`src/rtl/seq_gen_pkg.sv`:
```
// Shared types and defaults for the serial sequence generator and its detector benches.
package seq_gen_pkg;

    typedef enum logic [1:0] {
        IDLE = 2'b00,
        SEND = 2'b01,
        GAP  = 2'b10,
        DONE = 2'b11
    } seq_state_t;

    localparam int         DEF_PAT_W   = 5;
    localparam logic [4:0] DEF_PATTERN = 5'b10101;

endpackage

```
`src/rtl/seq_gen_shifter.sv`:
```
// Loadable MSB-first shift register with a bit-position counter for one frame.
module seq_gen_shifter #(
    parameter int PAT_W = 5
) (
    input  logic             clk,
    input  logic             reset,
    input  logic             load,
    input  logic             shift,
    input  logic [PAT_W-1:0] load_value,
    output logic             shift_bit,
    output logic             last_bit
);

    localparam int BC_W = $clog2(PAT_W);

    logic [PAT_W-1:0] shreg;
    logic [BC_W-1:0]  bit_cnt;

    // load wins over shift so a frame can be reloaded on its own last bit
    always_ff @(posedge clk) begin
        if (reset) begin
            shreg   <= '0;
            bit_cnt <= '0;
        end else if (load) begin
            shreg   <= load_value;
            bit_cnt <= '0;
        end else if (shift) begin
            shreg   <= {shreg[PAT_W-2:0], 1'b0};
            bit_cnt <= bit_cnt + 1'b1;
        end
    end

    assign shift_bit = shreg[PAT_W-1];
    assign last_bit  = (bit_cnt == BC_W'(PAT_W - 1));

endmodule

```
`src/rtl/sequence_pattern_generator.sv`:
```
// Serial pattern transmitter: repeats a PAT_W-bit frame MSB-first with optional idle gaps.
// Define SEQ_GEN_PROG_PATTERN_EN to add a pattern_in port sampled with start.
module sequence_pattern_generator
    import seq_gen_pkg::*;
#(
    parameter int               PAT_W   = DEF_PAT_W,
    parameter logic [PAT_W-1:0] PATTERN = DEF_PATTERN,
    parameter int               CNT_W   = 8,
    parameter int               GAP_W   = 4
) (
    input  logic             clk,
    input  logic             reset,
    input  logic             start,
    input  logic [CNT_W-1:0] repeat_count,
    input  logic [GAP_W-1:0] gap_cycles,
`ifdef SEQ_GEN_PROG_PATTERN_EN
    input  logic [PAT_W-1:0] pattern_in,
`endif
    output logic             serial_out,
    output logic             out_valid,
    output logic             busy,
    output logic             frame_done,
    output logic             all_done
);

    seq_state_t       state;
    logic [CNT_W-1:0] frames_left;
    logic [GAP_W-1:0] gap_reg;
    logic [GAP_W-1:0] gap_cnt;
    logic             accept;
    logic             reload_send;
    logic             reload_gap;
    logic             sh_load;
    logic             sh_shift;
    logic             shift_bit;
    logic             last_bit;
    logic [PAT_W-1:0] load_value;

    // all_done is high during the DONE cycle seen externally, so a start there is dropped
    assign accept      = start && (repeat_count != '0) && !all_done;
    assign reload_send = last_bit && (frames_left != CNT_W'(1)) && (gap_reg == '0);
    assign reload_gap  = (gap_cnt == GAP_W'(1));

    always_comb begin
        sh_load  = 1'b0;
        sh_shift = 1'b0;
        case (state)
            IDLE: sh_load = accept;
            SEND: begin
                sh_shift = 1'b1;
                sh_load  = reload_send;
            end
            GAP:  sh_load = reload_gap;
            default: ;
        endcase
    end

`ifdef SEQ_GEN_PROG_PATTERN_EN
    logic [PAT_W-1:0] pat_reg;

    always_ff @(posedge clk) begin
        if (reset)
            pat_reg <= '0;
        else if (state == IDLE && accept)
            pat_reg <= pattern_in;
    end

    assign load_value = (state == IDLE) ? pattern_in : pat_reg;
`else
    assign load_value = PATTERN;
`endif

    seq_gen_shifter #(.PAT_W(PAT_W)) u_shifter (
        .clk        (clk),
        .reset      (reset),
        .load       (sh_load),
        .shift      (sh_shift),
        .load_value (load_value),
        .shift_bit  (shift_bit),
        .last_bit   (last_bit)
    );

    always_ff @(posedge clk) begin
        if (reset) begin
            state       <= IDLE;
            frames_left <= '0;
            gap_reg     <= '0;
            gap_cnt     <= '0;
            serial_out  <= 1'b0;
            out_valid   <= 1'b0;
            busy        <= 1'b0;
            frame_done  <= 1'b0;
            all_done    <= 1'b0;
        end else begin
            serial_out <= 1'b0;
            out_valid  <= 1'b0;
            frame_done <= 1'b0;
            all_done   <= 1'b0;
            case (state)
                IDLE: begin
                    busy <= 1'b0;
                    if (accept) begin
                        frames_left <= repeat_count;
                        gap_reg     <= gap_cycles;
                        state       <= SEND;
                    end
                end
                SEND: begin
                    serial_out <= shift_bit;
                    out_valid  <= 1'b1;
                    busy       <= 1'b1;
                    if (last_bit) begin
                        frame_done  <= 1'b1;
                        frames_left <= frames_left - 1'b1;
                        if (frames_left == CNT_W'(1)) begin
                            state <= DONE;
                        end else if (gap_reg != '0) begin
                            gap_cnt <= gap_reg;
                            state   <= GAP;
                        end
                    end
                end
                GAP: begin
                    busy    <= 1'b1;
                    gap_cnt <= gap_cnt - 1'b1;
                    if (reload_gap)
                        state <= SEND;
                end
                DONE: begin
                    busy     <= 1'b0;
                    all_done <= 1'b1;
                    state    <= IDLE;
                end
                default: state <= IDLE;
            endcase
        end
    end

endmodule

```
`config.mk`:
```
export PLATFORM = sky130hd
export DESIGN_NAME = sequence_pattern_generator
export DESIGN_NICKNAME = d
export VERILOG_FILES = /design/src/rtl/seq_gen_pkg.sv /design/src/rtl/seq_gen_shifter.sv /design/src/rtl/sequence_pattern_generator.sv
export SDC_FILE = /design/constraint.sdc
export NUM_CORES = 1
export LEC_CHECK = 0
export CORE_UTILIZATION = 43
export CTS_CLUSTER_DIAMETER = 30
export DETAILED_ROUTE_END_ITERATION = 8
export HOLD_SLACK_MARGIN = 0.08
export PLACE_DENSITY = 0.65
export SLEW_MARGIN = 20
export SYNTH_ARGS = -nofsm -noshare
export SYNTH_HDL_FRONTEND = slang
export SYNTH_SLANG_ARGS = --single-unit
```
`constraint.sdc`:
```
create_clock -name clk -period 4.2 [get_ports clk]
set_input_delay 0.63 -clock clk [delete_from_list [all_inputs] [get_ports clk]]
set_output_delay 0.63 -clock clk [all_outputs]
set_load 0.02 [all_outputs]
```
==> results of run 1 <==
[worst register-to-register path, cell delays in order (launching register included)]
cell and delay [ns]:
sky130_fd_sc_hd__dfxtp_1 0.34, sky130_fd_sc_hd__inv_1 0.11, sky130_fd_sc_hd__ha_1 0.54, sky130_fd_sc_hd__inv_1 0.43, sky130_fd_sc_hd__or2_4 0.39, sky130_fd_sc_hd__and3_4 0.19, sky130_fd_sc_hd__a31oi_1 0.18, sky130_fd_sc_hd__a31oi_1 0.10
[per-stage QoR]
| step | hold slack [ns] | utilization (%) | cell area (um2) | cells | total power (W) |
|---|---|---|---|---|---|
| detailed placement | 0.4520 | 50.40 | 2031 | 262 | 0.001120 |
| floorplan | 0.4291 | - | 1817 | 200 | 0.0009841 |
| CTS | 0.4737 | 53.20 | 2143 | 270 | 0.001422 |
| finish | 0.4678 | 53.20 | 2143 | 270 | 0.001419 |
| global placement | 0.4566 | 50.40 | 2031 | 262 | 0.001120 |
| global route | 0.4942 | 53.20 | 2143 | 270 | 0.001520 |
[cell usage after synthesis (2+ instances only)]
library cell	instances	area, um2
sky130_fd_sc_hd__mux2i_1	15	150.1
sky130_fd_sc_hd__xnor2_1	2	17.52
sky130_fd_sc_hd__a31oi_1	7	43.79
sky130_fd_sc_hd__nor3_1	9	45.04
sky130_fd_sc_hd__a22o_1	2	17.52
sky130_fd_sc_hd__nand2b_1	5	31.28
sky130_fd_sc_hd__nor3b_1	3	22.52
sky130_fd_sc_hd__inv_1	12	45.04
sky130_fd_sc_hd__nand2_1	9	33.78
sky130_fd_sc_hd__o21ai_0	5	25.02
sky130_fd_sc_hd__clkbuf_1	5	18.77
sky130_fd_sc_hd__dfxtp_1	31	620.6
sky130_fd_sc_hd__nand3_1	5	25.02
sky130_fd_sc_hd__nor2_1	21	78.83
sky130_fd_sc_hd__a211oi_2	2	25.02
sky130_fd_sc_hd__ha_1	11	137.6
sky130_fd_sc_hd__nor2b_1	5	31.28
sky130_fd_sc_hd__a21bo_2	2	20.02
sky130_fd_sc_hd__nor4_1	4	25.02
sky130_fd_sc_hd__or4_4	3	33.78
sky130_fd_sc_hd__a21oi_1	9	45.04
sky130_fd_sc_hd__a211oi_1	2	15.01
[area by class of cell]
cell class	instances	area, um2
Sequential cell	31	620.6
Tap cell	50	62.56
Fill cell	374	1886
Clock inverter	3	43.79
Clock buffer	5	68.82
Inverter	12	45.04
Timing Repair Buffer	21	205.2
Multi-Input combinational cell	148	1097
[power breakdown]
group | internal (W) | switching [W] | total [W]
Combinational | 0.000294 | 0.000384 | 0.000677
Sequential | 0.000366 | 0.0000794 | 0.000445
Clock | 0.000176 | 0.000120 | 0.000297
Total | 0.000836 | 0.000583 | 0.00142
[cells by family after synthesis]
| group | after synthesis | synth area share [%] |
|---|---|---|
| simple gates | 75 | 23.76 |
| flops | 31 | 34.16 |
| mux | 15 | 8.264 |
| compound gates | 44 | 19.35 |
| buf+inv | 21 | 5.440 |
| xor+xnor | 3 | 1.447 |
| fa+ha+maj | 11 | 7.576 |
[worst paths after layout]
| path | endpoint | slack (ns) | from | cells after the start |
|---|---|---|---|---|
| worst min register to register | gap_cnt[1] | 0.47 | gap_cnt[1] | 2 |
| worst max-delay path | u_shifter.shreg[4] | 1.61 | repeat_count[4] | 6 |
| worst min-delay path | gap_cnt[1] | 0.47 | gap_cnt[1] | 2 |
| worst max register to register | gap_cnt[0] | 1.78 | state[1] | 7 |
[routing by layer]
metal	vias to the layer above	track usage [%]	routed length, um
met1	714	24.74	1996
li1	760	-	-
met4	0	7.979	42
met2	17	31.62	1804
met3	5	4.110	99
met5	-	0	0
==> run summary, run 1 <==
==================================================================================================
Final count of pins violating max slew                                                           0
Max Cap Viol                                                                                     0
Largest register FFs                                                                             8
CTS Hold Buffers Added                                                                           0
CTS sink cnt                                                                                    31
Maximum number of buffers from clock root to sink                                                2
Leading cell types in the layout, fill and taps excluded                              31 x sky130_fd_sc_hd__dfxtp_1, 21 x sky130_fd_sc_hd__nor2_1, 19 x sky130_fd_sc_hd__clkdlybuf4s50_1
Hold Crit Class                                                                         reg -> reg
Total core area                                                                       0.004029 mm2
Largest net degree at the start of global routing                                               19
Post-synth EDFFs                                                                                 0
PD cells                                                                              662.2 mW/mm2
Setup WS post-layout                                                                      1.607 ns
Number of port buffers                                                                          19
Clock tree from TritonCTS                                                                      yes
Sequential fraction of the synthesis area                                                   34.16%
Signal arrival time at the worst endpoint                                                  2.77 ns
Width of the die                                                                             67 um
Unrepaired setup endpoints after global routing                                              false
Effective utilization at floorplan                                                          45.09%
Largest registers in the final layout                                                 frames_left (8), u_shifter.shreg (5)
Drt drc                                                                                          0
Share of synthesized flip-flops with an asynchronous set or reset                               0%
Relative max-transition margin                                                              55.79%
N_diodes                                                                                         0
Post-synthesis area per instance                                                         9.084 um2
Part of the cycle the worst path needs                                                      61.74%
Die height                                                                                   67 um
Worst path required time                                                                   4.37 ns
Die footprint                                                                         0.004489 mm2
Root buffer cell                                                                      sky130_fd_sc_hd__clkbuf_8
CP startpoint kind                                                                      input port
Crit end category                                                                         register
Combined global-route utilization of all metal layers                                       19.53%
CP Buf/Inv Count                                                                                 1
Vias per std cell                                                                            5.541
Detailed router's first-iteration violation count                                              130
Wire length reported by the detailed router                                                3943 um
Cells along the critical path                                                         clkdlybuf4s50_1 -> or4_4 -> o211ai_2 -> a21boi_2 -> a21o_1 -> a21oi_1
Pre-Repair DR Iteration Count                                                                    6
Total number of H-tree levels                                                                    2
Top register by number of flip-flops                                                   frames_left
Family of cells with the greatest summed delay on the critical path                   compound AO/OA/AOI/OAI gates
Run status                                                                            complete, no violations
Global-route wire length before repair                                                     6430 um
Final hold viol count                                                                            0
Post_cts resized                                                                                 0
Slowest CP cell                                                                       sky130_fd_sc_hd__o211ai_2
Type of the worst setup path                                                             in -> reg
GP Congestion                                                                               0.8513
Register bit count reported by yosys                                                            31
Antenna violations before repair                                                                 0
Clock transition time at the flip-flop clock pins of the worst setup and hold paths        0.07 ns
Std cell rows                                                                                   23
Biggest fanout along the worst timing path                                                      11
Post-synthesis instance area                                                          0.001817 mm2
Setup slack after placement                                                               1.317 ns
Upper clock frequency limit                                                              385.7 MHz
Post-route setup TNS                                                                          0 ns
Post-synthesis net count                                                                       226
Most common cell after layout, fill and taps aside                                    sky130_fd_sc_hd__dfxtp_1
Number of global-route vias before repair                                                    1,371
Post-route minimum period                                                                 2.593 ns
Number of nets at the end of the flow                                                          245
Endpoints failing setup                                                                          0
Area overhead of the layout relative to synthesis                                           17.98%
Count of mapped cells out of synthesis                                                         200
Clock skew after layout                                                                0.002352 ns
Total of warnings raised by yosys                                                                0
Final HPWL from detailed placement                                                         2882 um
Peak ir drop on the vdd network                                                          0.4246 mV
IO Pins                                                                                         20
Static leakage                                                                           0.8068 nW
Routed vias                                                                                  1,496
Unique cell type count in the Yosys netlist                                                     53
Maximum cell stage delay along the critical path                                           0.58 ns
Routed WL per cell                                                                        14.60 um
Predominant post-synthesis flop cell                                                  sky130_fd_sc_hd__dfxtp_1
Sum of overflow across all layers after global routing                                           0
Remaining antenna violation count after routing                                                  0
Share of post-route cells with drive strength above 1                                       13.64%
Setup repair bufs after CTS                                                                      0
Worst-margin pin slew                                                                    0.6612 ns
Worst-skew pair later-pin latency                                                          0.29 ns
Total CTS buffers                                                                                5
==================================================================================================
Power figures use the tool's default switching activity.
==> run 2: changes to the inputs <==
PLACE_DENSITY = 0.67   (was 0.65)
clock period = 2.2 ns   (was 4.2 ns; I/O delays follow)
==> run 2 against run 1 <==
Setup slack worse by 1.3 ns. Count of clock-buffer cells in the layout up 1. Power up 97%. Flip-flop and latch count unchanged. Global-route usage up 0.59 points. Final area up 3.0%. Final cell count up 3.0%. Die area unchanged. Routed wire length down 1.2%. Critical path type unchanged. Largest power group unchanged.
==> run summary, run 2 (synthesis gave the netlist of run 1 again) <==
==================================================================================================
Highest-utilization routing layer at the global route stage                                   met2
Post_cts resized                                                                                 0
Combined global-route utilization of all metal layers                                       20.12%
Signal arrival time at the worst endpoint                                                  2.10 ns
Top register by number of flip-flops                                                   frames_left
CP startpoint kind                                                                      input port
Final count of pins violating max slew                                                           0
Share of post-route cells with drive strength above 1                                       16.67%
Sequential cell area                                                                     620.6 um2
Vias per std cell                                                                            5.435
Post-route minimum period                                                                 1.936 ns
Detailed router's first-iteration violation count                                              148
Upper clock frequency limit                                                              516.6 MHz
Crit end category                                                                         register
Pre-Repair DR Iteration Count                                                                    4
Total core area                                                                       0.004029 mm2
Sum of overflow across all layers after global routing                                           0
Routed WL per cell                                                                        14.01 um
Number of nets at the end of the flow                                                          253
Placed inst area                                                                      0.002091 mm2
IO Pins                                                                                         20
Endpoints failing setup                                                                          0
Die footprint                                                                         0.004489 mm2
Worst-skew pair later-pin latency                                                          0.28 ns
Most common cell after layout, fill and taps aside                                    sky130_fd_sc_hd__dfxtp_1
Root buffer cell                                                                      sky130_fd_sc_hd__clkbuf_8
Unrepaired setup endpoints after global routing                                              false
Met2 routing resource usage after global routing                                            31.13%
Number of global-route vias before repair                                                    1,474
Number of port buffers                                                                          19
Die height                                                                                   67 um
Type of the worst setup path                                                             in -> reg
Remaining antenna violation count after routing                                                  0
Drt drc                                                                                          0
Largest registers in the final layout                                                 frames_left (8), u_shifter.shreg (5)
Footprint of the multi-input gates                                                    0.001097 mm2
CTS sink cnt                                                                                    31
Run status                                                                            complete, no violations
Tot Pwr                                                                                 0.002791 W
Clock transition time at the flip-flop clock pins of the worst setup and hold paths        0.07 ns
Fill cell instance count of the final layout                                                   378
Post-route setup TNS                                                                          0 ns
Global-route wire length before repair                                                     6699 um
Area overhead of the layout relative to synthesis                                           21.56%
Largest net degree at the start of global routing                                               19
Hold Crit Class                                                                         reg -> reg
CTS Hold Buffers Added                                                                           0
Peak ir drop on the vdd network                                                          0.6537 mV
Static leakage                                                                           0.8470 nW
M1 GR Usage                                                                                 26.88%
Worst-margin pin slew                                                                    0.5239 ns
Antenna violations before repair                                                                 0
Total number of H-tree levels                                                                    2
Final core occ                                                                              54.81%
Clock tree from TritonCTS                                                                      yes
Width of the die                                                                             67 um
Final hold viol count                                                                            0
Setup repair bufs after CTS                                                                      0
Relative max-transition margin                                                              65.08%
N_diodes                                                                                         0
Routed vias                                                                                  1,511
Setup WS post-layout                                                                     0.2644 ns
Largest register FFs                                                                             8
Biggest fanout along the worst timing path                                                       3
Setup slack after placement                                                           -0.003778 ns
Std cell rows                                                                                   23
Leading cell types in the layout, fill and taps excluded                              31 x sky130_fd_sc_hd__dfxtp_1, 21 x sky130_fd_sc_hd__nor2_1, 19 x sky130_fd_sc_hd__clkdlybuf4s50_1
Met3 track utilization from global routing                                                  5.137%
PD cells                                                                               1264 mW/mm2
Wire length reported by the detailed router                                                3896 um
Max Cap Viol                                                                                     0
Worst path required time                                                                   2.36 ns
Maximum number of buffers from clock root to sink                                                2
GP Congestion                                                                               0.9031
Final HPWL from detailed placement                                                         2840 um
Total CTS buffers                                                                                5
Final non-filler cell area                                                            0.002208 mm2
Part of the cycle the worst path needs                                                      87.98%
Effective utilization at floorplan                                                          45.09%
Clock skew after layout                                                                0.006717 ns
==================================================================================================
[run 2: final timing paths]
path	to	startpoint	cells after the start	slack, ns
worst min register to register	serial_out	u_shifter.shreg[4]	1	0.46
worst max register to register	gap_cnt[3]	frames_left[1]	7	0.27
worst max-delay path	frames_left[4]	repeat_count[5]	7	0.26
worst min-delay path	serial_out	u_shifter.shreg[4]	1	0.46
[run 2: area by class of cell]
| type | count | area share, % |
|---|---|---|
| repair buffers | 29 | 12.01 |
| clock inverters | 2 | 1.586 |
| well taps | 50 | 2.833 |
| multi-input cells | 148 | 49.69 |
| flip-flops and latches | 31 | 28.10 |
| clock buffers | 6 | 3.739 |
| inverters | 12 | 2.040 |
[run 2: stage by stage]
step / hold WS (ns) / instances
after floorplan: 0.4291 / 200
after global placement: 0.4450 / 270
after detailed placement: 0.4448 / 270
after CTS: 0.4645 / 278
after global routing: 0.4785 / 278
final: 0.4602 / 278
[run 2: report_power, final]
| part | internal (W) | leakage [nW] | switching, W |
|---|---|---|---|
| registers | 0.000698 | 0.253 | 0.000148 |
| clock network | 0.000366 | 0.0612 | 0.000217 |
| logic | 0.000609 | 0.532 | 0.000753 |
| total | 0.00167 | 0.847 | 0.00112 |
[run 2: layer usage]
metal / part of all wire (%) / wire (um)
met5: 0 / 0
met3: 4.3 / 167
met1: 50 / 1936
met4: 1.4 / 55
met2: 45 / 1737
[run 2: worst max-delay path, stage by stage]
cell and delay [ns]:
sky130_fd_sc_hd__clkdlybuf4s50_1 0.45, sky130_fd_sc_hd__or4_4 0.55, sky130_fd_sc_hd__o211ai_2 0.22, sky130_fd_sc_hd__buf_4 0.17, sky130_fd_sc_hd__nor4_1 0.05, sky130_fd_sc_hd__a311oi_1 0.22
sky130_fd_sc_hd__a31oi_1 0.12
==> patch 1 (flow settings as in run 1) <==
Change the package constant `DEF_PAT_W` from 5 to 7.
--- a/src/rtl/seq_gen_pkg.sv
+++ b/src/rtl/seq_gen_pkg.sv
@@ -8,7 +8,7 @@
         DONE = 2'b11
     } seq_state_t;
 
-    localparam int         DEF_PAT_W   = 5;
+    localparam int         DEF_PAT_W   = 7;
     localparam logic [4:0] DEF_PATTERN = 5'b10101;
 
 endpackage
Formal check against the unedited RTL: not equivalent (Yosys sat finds a counterexample within 4 cycles, from zero or initial values and one cycle with reset high).
==> patch 1 against run 1 <==
- total power is 4.2% lower
- die area grew 0.13%
- critical path type unchanged
- final area is 0.35% higher
- critical path depth did not move
- area after synthesis rose by 0.14%
- non-clock buffer count shrank 1
- cell count up 1.5%
- sequential cell count increased by 2
- setup slack improved by 0.25 ns
- wire length is 6.2% lower
==> patch 1: results (changes against run 1) <==
| Metric | Value |
|---|---|
| Status | `finished, final reports clean` |
| Tot Pwr | `1360 uW (-4.2%)` |
| Hold depth | `1 (-1)` |
| Crit path capture | `u_shifter.shreg[0]$_SDFFE_PP0P_` |
| Worst-Margin Slew | `1.02 ns (+0.363 ns)` |
| Reg-to-reg endpoint | `frames_left[7]$_SDFFE_PP0P_` |
| CP max FO | `5 (-6)` |
| Overall Global Routing Usage | `19.2% (-0.34 points)` |
| Top flop regs | `frames_left: 8 flops, u_shifter.shreg: 7 flops` |
| Sequential cell area fraction in the yosys report | `36.3% (+2.2 points)` |
| Sw frac | `39.8% (-1.3 points)` |
| Worst R2R Setup Slack | `1.86 ns (+0.08 ns)` |
| CP arrival | `2.48 ns (-0.29 ns)` |
| Worst slack, placed | `1.55 ns (+0.229 ns)` |
| Number of global-route vias before repair | `1394 (+1.7%)` |
| Clk network pwr share | `22.7% (+1.8 points)` |
| Placed Area | `0.00204 mm2 (+0.25%)` |
| Peak supply drop | `0.294 mV (-31%)` |
| Fill cells | `405 (+8.3%)` |
| Placed insts | `266 (+1.5%)` |
| Detailed-router iteration count before antenna repair | `4 (-2)` |
| Synth-to-layout area growth | `18.2%` |
| Post-synth top cells | `33 x dfxtp_1, 26 x nor2_1, 16 x a21oi_1` |
| Syn Area/Cell | `8.87 um2 (-2.3%)` |
| Initial DRC count | `66 (-49%)` |
| Average wire per standard cell | `13.5 um (-7.6%)` |
| Hold path endpoint | `serial_out$_SDFF_PP0_` |
| # nets final | `249 (+1.6%)` |
| Syn Nets | `231 (+2.2%)` |
| Hold Crit Start | `u_shifter.shreg[6]$_SDFFE_PP0N_` |
| Final Skew | `0.00367 ns (+0.00132 ns)` |
| Count of cell types in the netlist | `47 (-11%)` |
| Synth area leaders | `dfxtp_1 36%, mux2i_1 8.3%, ha_1 7.6%` |
| Largest net degree at the start of global routing | `29 (+10)` |
[patch 1: changes by cell type in the layout (fill, tap and decap cells not counted), sizes merged, moves of 4 or more]
cell   change
a21oi      +6
a31oi      -6
nor2b      +5
nor2       +4
nor4       -5
nor3       -6
[patch 1: logic make-up after synthesis]
family | after synthesis | synth area share (%)
simple gates | 68 | 19.2
compound gates | 51 | 21.7
flops | 33 | 36.3
buf+inv | 24 | 5.50
mux | 15 | 8.25
fa+ha+maj | 11 | 7.57
xor+xnor | 3 | 1.44
[patch 1: cell type report]
class	count	area share, %
multi-input cells	148	49.2
flip-flops and latches	33	30.7
repair buffers	20	9.19
clock buffers	5	3.20
well taps	50	2.91
inverters	15	2.62
clock inverters	3	2.15
[patch 1: metal layers]
metal  wire length (um)  global-route usage (%)  vias up
met4                 55                    7.45        0
met1               1860                    23.6      683
met5                  0                       0        -
met2               1650                    30.9       20
met3                134                    5.82        5
li1                   -                       -      761
==> patch 2 (flow settings as in run 1) <==
Made on the original files. Add an input register stage for `repeat_count`, without a reset; this delays it by one clock. The other inputs are not delayed to match.
--- a/src/rtl/sequence_pattern_generator.sv
+++ b/src/rtl/sequence_pattern_generator.sv
@@ -23,6 +23,12 @@
     output logic             all_done
 );
 
+    logic [CNT_W-1:0] repeat_count_q;
+
+    always_ff @(posedge clk) begin
+        repeat_count_q <= repeat_count;
+    end
+
     seq_state_t       state;
     logic [CNT_W-1:0] frames_left;
     logic [GAP_W-1:0] gap_reg;
@@ -37,7 +43,7 @@
     logic [PAT_W-1:0] load_value;
 
     // all_done is high during the DONE cycle seen externally, so a start there is dropped
-    assign accept      = start && (repeat_count != '0) && !all_done;
+    assign accept      = start && (repeat_count_q != '0) && !all_done;
     assign reload_send = last_bit && (frames_left != CNT_W'(1)) && (gap_reg == '0);
     assign reload_gap  = (gap_cnt == GAP_W'(1));
 
@@ -100,7 +106,7 @@
                 IDLE: begin
                     busy <= 1'b0;
                     if (accept) begin
-                        frames_left <= repeat_count;
+                        frames_left <= repeat_count_q;
                         gap_reg     <= gap_cycles;
                         state       <= SEND;
                     end
Check against the original RTL: not equivalent (Yosys sat finds a counterexample within 4 cycles, from zero or initial values and one cycle with reset high).
==> patch 2 against run 1 <==
- clock skew grew 0.0046 ns
- setup slack worse by 0.11 ns
- final area grew 9.6%
- area after synthesis up 9.6%
- maximum frequency is 4.0% lower
- sequential cell count grew 8
- wire length increased by 13%
- total power rose by 5.4%
- critical endpoint is now frames_left[1]$_SDFFE_PP0P_
- largest cell class unchanged
- highest routed layer unchanged
==> patch 2: results (changes against run 1) <==
| Metric | Value |
|---|---|
| Status | `finished, final reports clean` |
| Synth area leaders | `dfxtp_1 39%, ha_1 6.9%, mux2i_1 6.5%` |
| Post-synth top cells | `39 x dfxtp_1, 19 x nand2_1, 13 x mux2i_1, 13 x nor2_1, 13 x nor2b_1` |
| Worst-Margin Slew | `0.823 ns (+0.162 ns)` |
| CP max-delay cell | `ha_1` |
| Vias per cell | `5.75 (+3.9%)` |
| Clock Tree Root | `clkbuf_8` |
| Reg-to-reg endpoint | `frames_left[1]$_SDFFE_PP0P_` |
| Setup Fix Bufs, Post-CTS | `0 (unchanged)` |
| Overall Global Routing Usage | `20.4% (+0.86 points)` |
| Port Buffers | `19 (unchanged)` |
| Fill cells | `407 (+8.8%)` |
| Hold path endpoint | `serial_out$_SDFF_PP0_` |
| Initial DRC count | `195 (+50%)` |
| Cts repair resizes | `0 (unchanged)` |
| Syn Nets | `250 (+11%)` |
| Slowest stage delay, CP | `0.70 ns (+0.12 ns)` |
| Average wire per standard cell | `15.0 um (+2.4%)` |
| CP max FO | `20 (+9)` |
| Final Skew | `0.00691 ns (+0.00456 ns)` |
| Placed Area | `0.00223 mm2 (+9.9%)` |
| Share of layout cells above drive strength 1 | `7.35% (-6.3 points)` |
| Detailed-router iteration count before antenna repair | `4 (-2)` |
| First-pass GRT wire length | `7.98 mm (+24%)` |
| Peak supply drop | `0.281 mV (-34%)` |
| Crit path from | `state[1]$_SDFFE_PP0P_` |
| Worst R2R Setup Slack | `1.50 ns (-0.28 ns)` |
| Count of cell types in the netlist | `48 (-9.4%)` |
| Static Leak | `0.000902 uW (+12%)` |
| Sequential cell area fraction in the yosys report | `39.2% (+5.0 points)` |
| Number of global-route vias before repair | `1665 (+21%)` |
| Hpwl dp | `3.20 mm (+11%)` |
| Top flop regs | `frames_left: 8 flops, repeat_count_q: 8 flops, u_shifter.shreg: 5 flops` |
| Largest net degree at the start of global routing | `21 (+2)` |
| Hold depth | `1 (-1)` |
| Placer's final routability congestion estimate | `0.824 (-3.2%)` |
| CTS buffer count | `5 (unchanged)` |
| Hold Crit Start | `u_shifter.shreg[4]$_SDFFE_PP0P_` |
| # nets final | `270 (+10%)` |
| CP arrival | `2.88 ns (+0.11 ns)` |
-- patch 2: critical path, delay by kind of cell (launching register included) --
kind / cells / cell delay [ns]
compound gates: 2 / 0.62
buf+inv: 2 / 0.42
simple gates: 2 / 0.49
flops: 1 / 0.35
fa+ha+maj: 1 / 0.70
-- patch 2: per-layer routing --
| layer | share of wire, % | global-route usage [%] | up-vias | routed length [um] |
|---|---|---|---|---|
| li1 | - | - | 862 | - |
| met1 | 50 | 30.4 | 798 | 2240 |
| met5 | 0 | 0 | - | 0 |
| met4 | 1.5 | 7.33 | 0 | 68 |
| met3 | 5.1 | 3.03 | 7 | 226 |
| met2 | 43 | 29.7 | 42 | 1910 |
-- patch 2: kinds of logic after synthesis --
group | count (synthesis) | share of synthesized area (%)
buffers and inverters | 21 | 3.96
flip-flops | 39 | 39.2
AO/OA/AOI/OAI | 53 | 19.0
XOR/XNOR | 2 | 0.880
adder cells (fa/ha/maj) | 11 | 6.91
multiplexers | 13 | 6.53
AND/OR/NAND/NOR | 85 | 23.6
-- patch 2: final cells by class --
cell class                      count  area (um2)  share of cell area (%)
Sequential cell                    39         781                    33.2
Multi-Input combinational cell    164        1130                    48.2
Tap cell                           52        65.1                    2.77
Timing Repair Buffer               21         205                    8.73
Clock inverter                      2        35.0                    1.49
Inverter                           13        48.8                    2.08
Clock buffer                        6        82.6                    3.51
-- patch 2: how the worst max path moves through the flow --
stage                                         to  cells after the start
6_report             frames_left[1]$_SDFFE_PP0P_                      7
5_1_grt              frames_left[1]$_SDFFE_PP0P_                      7
4_1_cts          u_shifter.shreg[4]$_SDFFE_PP0P_                      6
3_5_place_dp   u_shifter.bit_cnt[1]$_SDFFE_PP0N_                      6
3_3_place_gp   u_shifter.bit_cnt[0]$_SDFFE_PP0N_                      6
2_1_floorplan    u_shifter.shreg[2]$_SDFFE_PP0P_                      6
-- patch 2: where the power goes --
part           internal (uW)  switching (uW)  leakage (uW)
combinational            281             368      0.000520
sequential               449            76.2      0.000321
clock                    192             130     0.0000612
total                    922             574      0.000902
-- patch 2: through the flow --
| stage | util [%] | instances | hold slack [ns] | setup slack, ns |
|---|---|---|---|---|
| final | 53.2 | 297 | 0.482 | 1.50 |
| after global routing | 53.2 | 297 | 0.501 | 1.33 |
| after detailed placement | 50.6 | 289 | 0.465 | 1.55 |
| after floorplan | - | 224 | 0.429 | 2.28 |
| after global placement | 50.6 | 289 | 0.481 | 1.61 |
| after CTS | 53.2 | 297 | 0.496 | 1.51 |
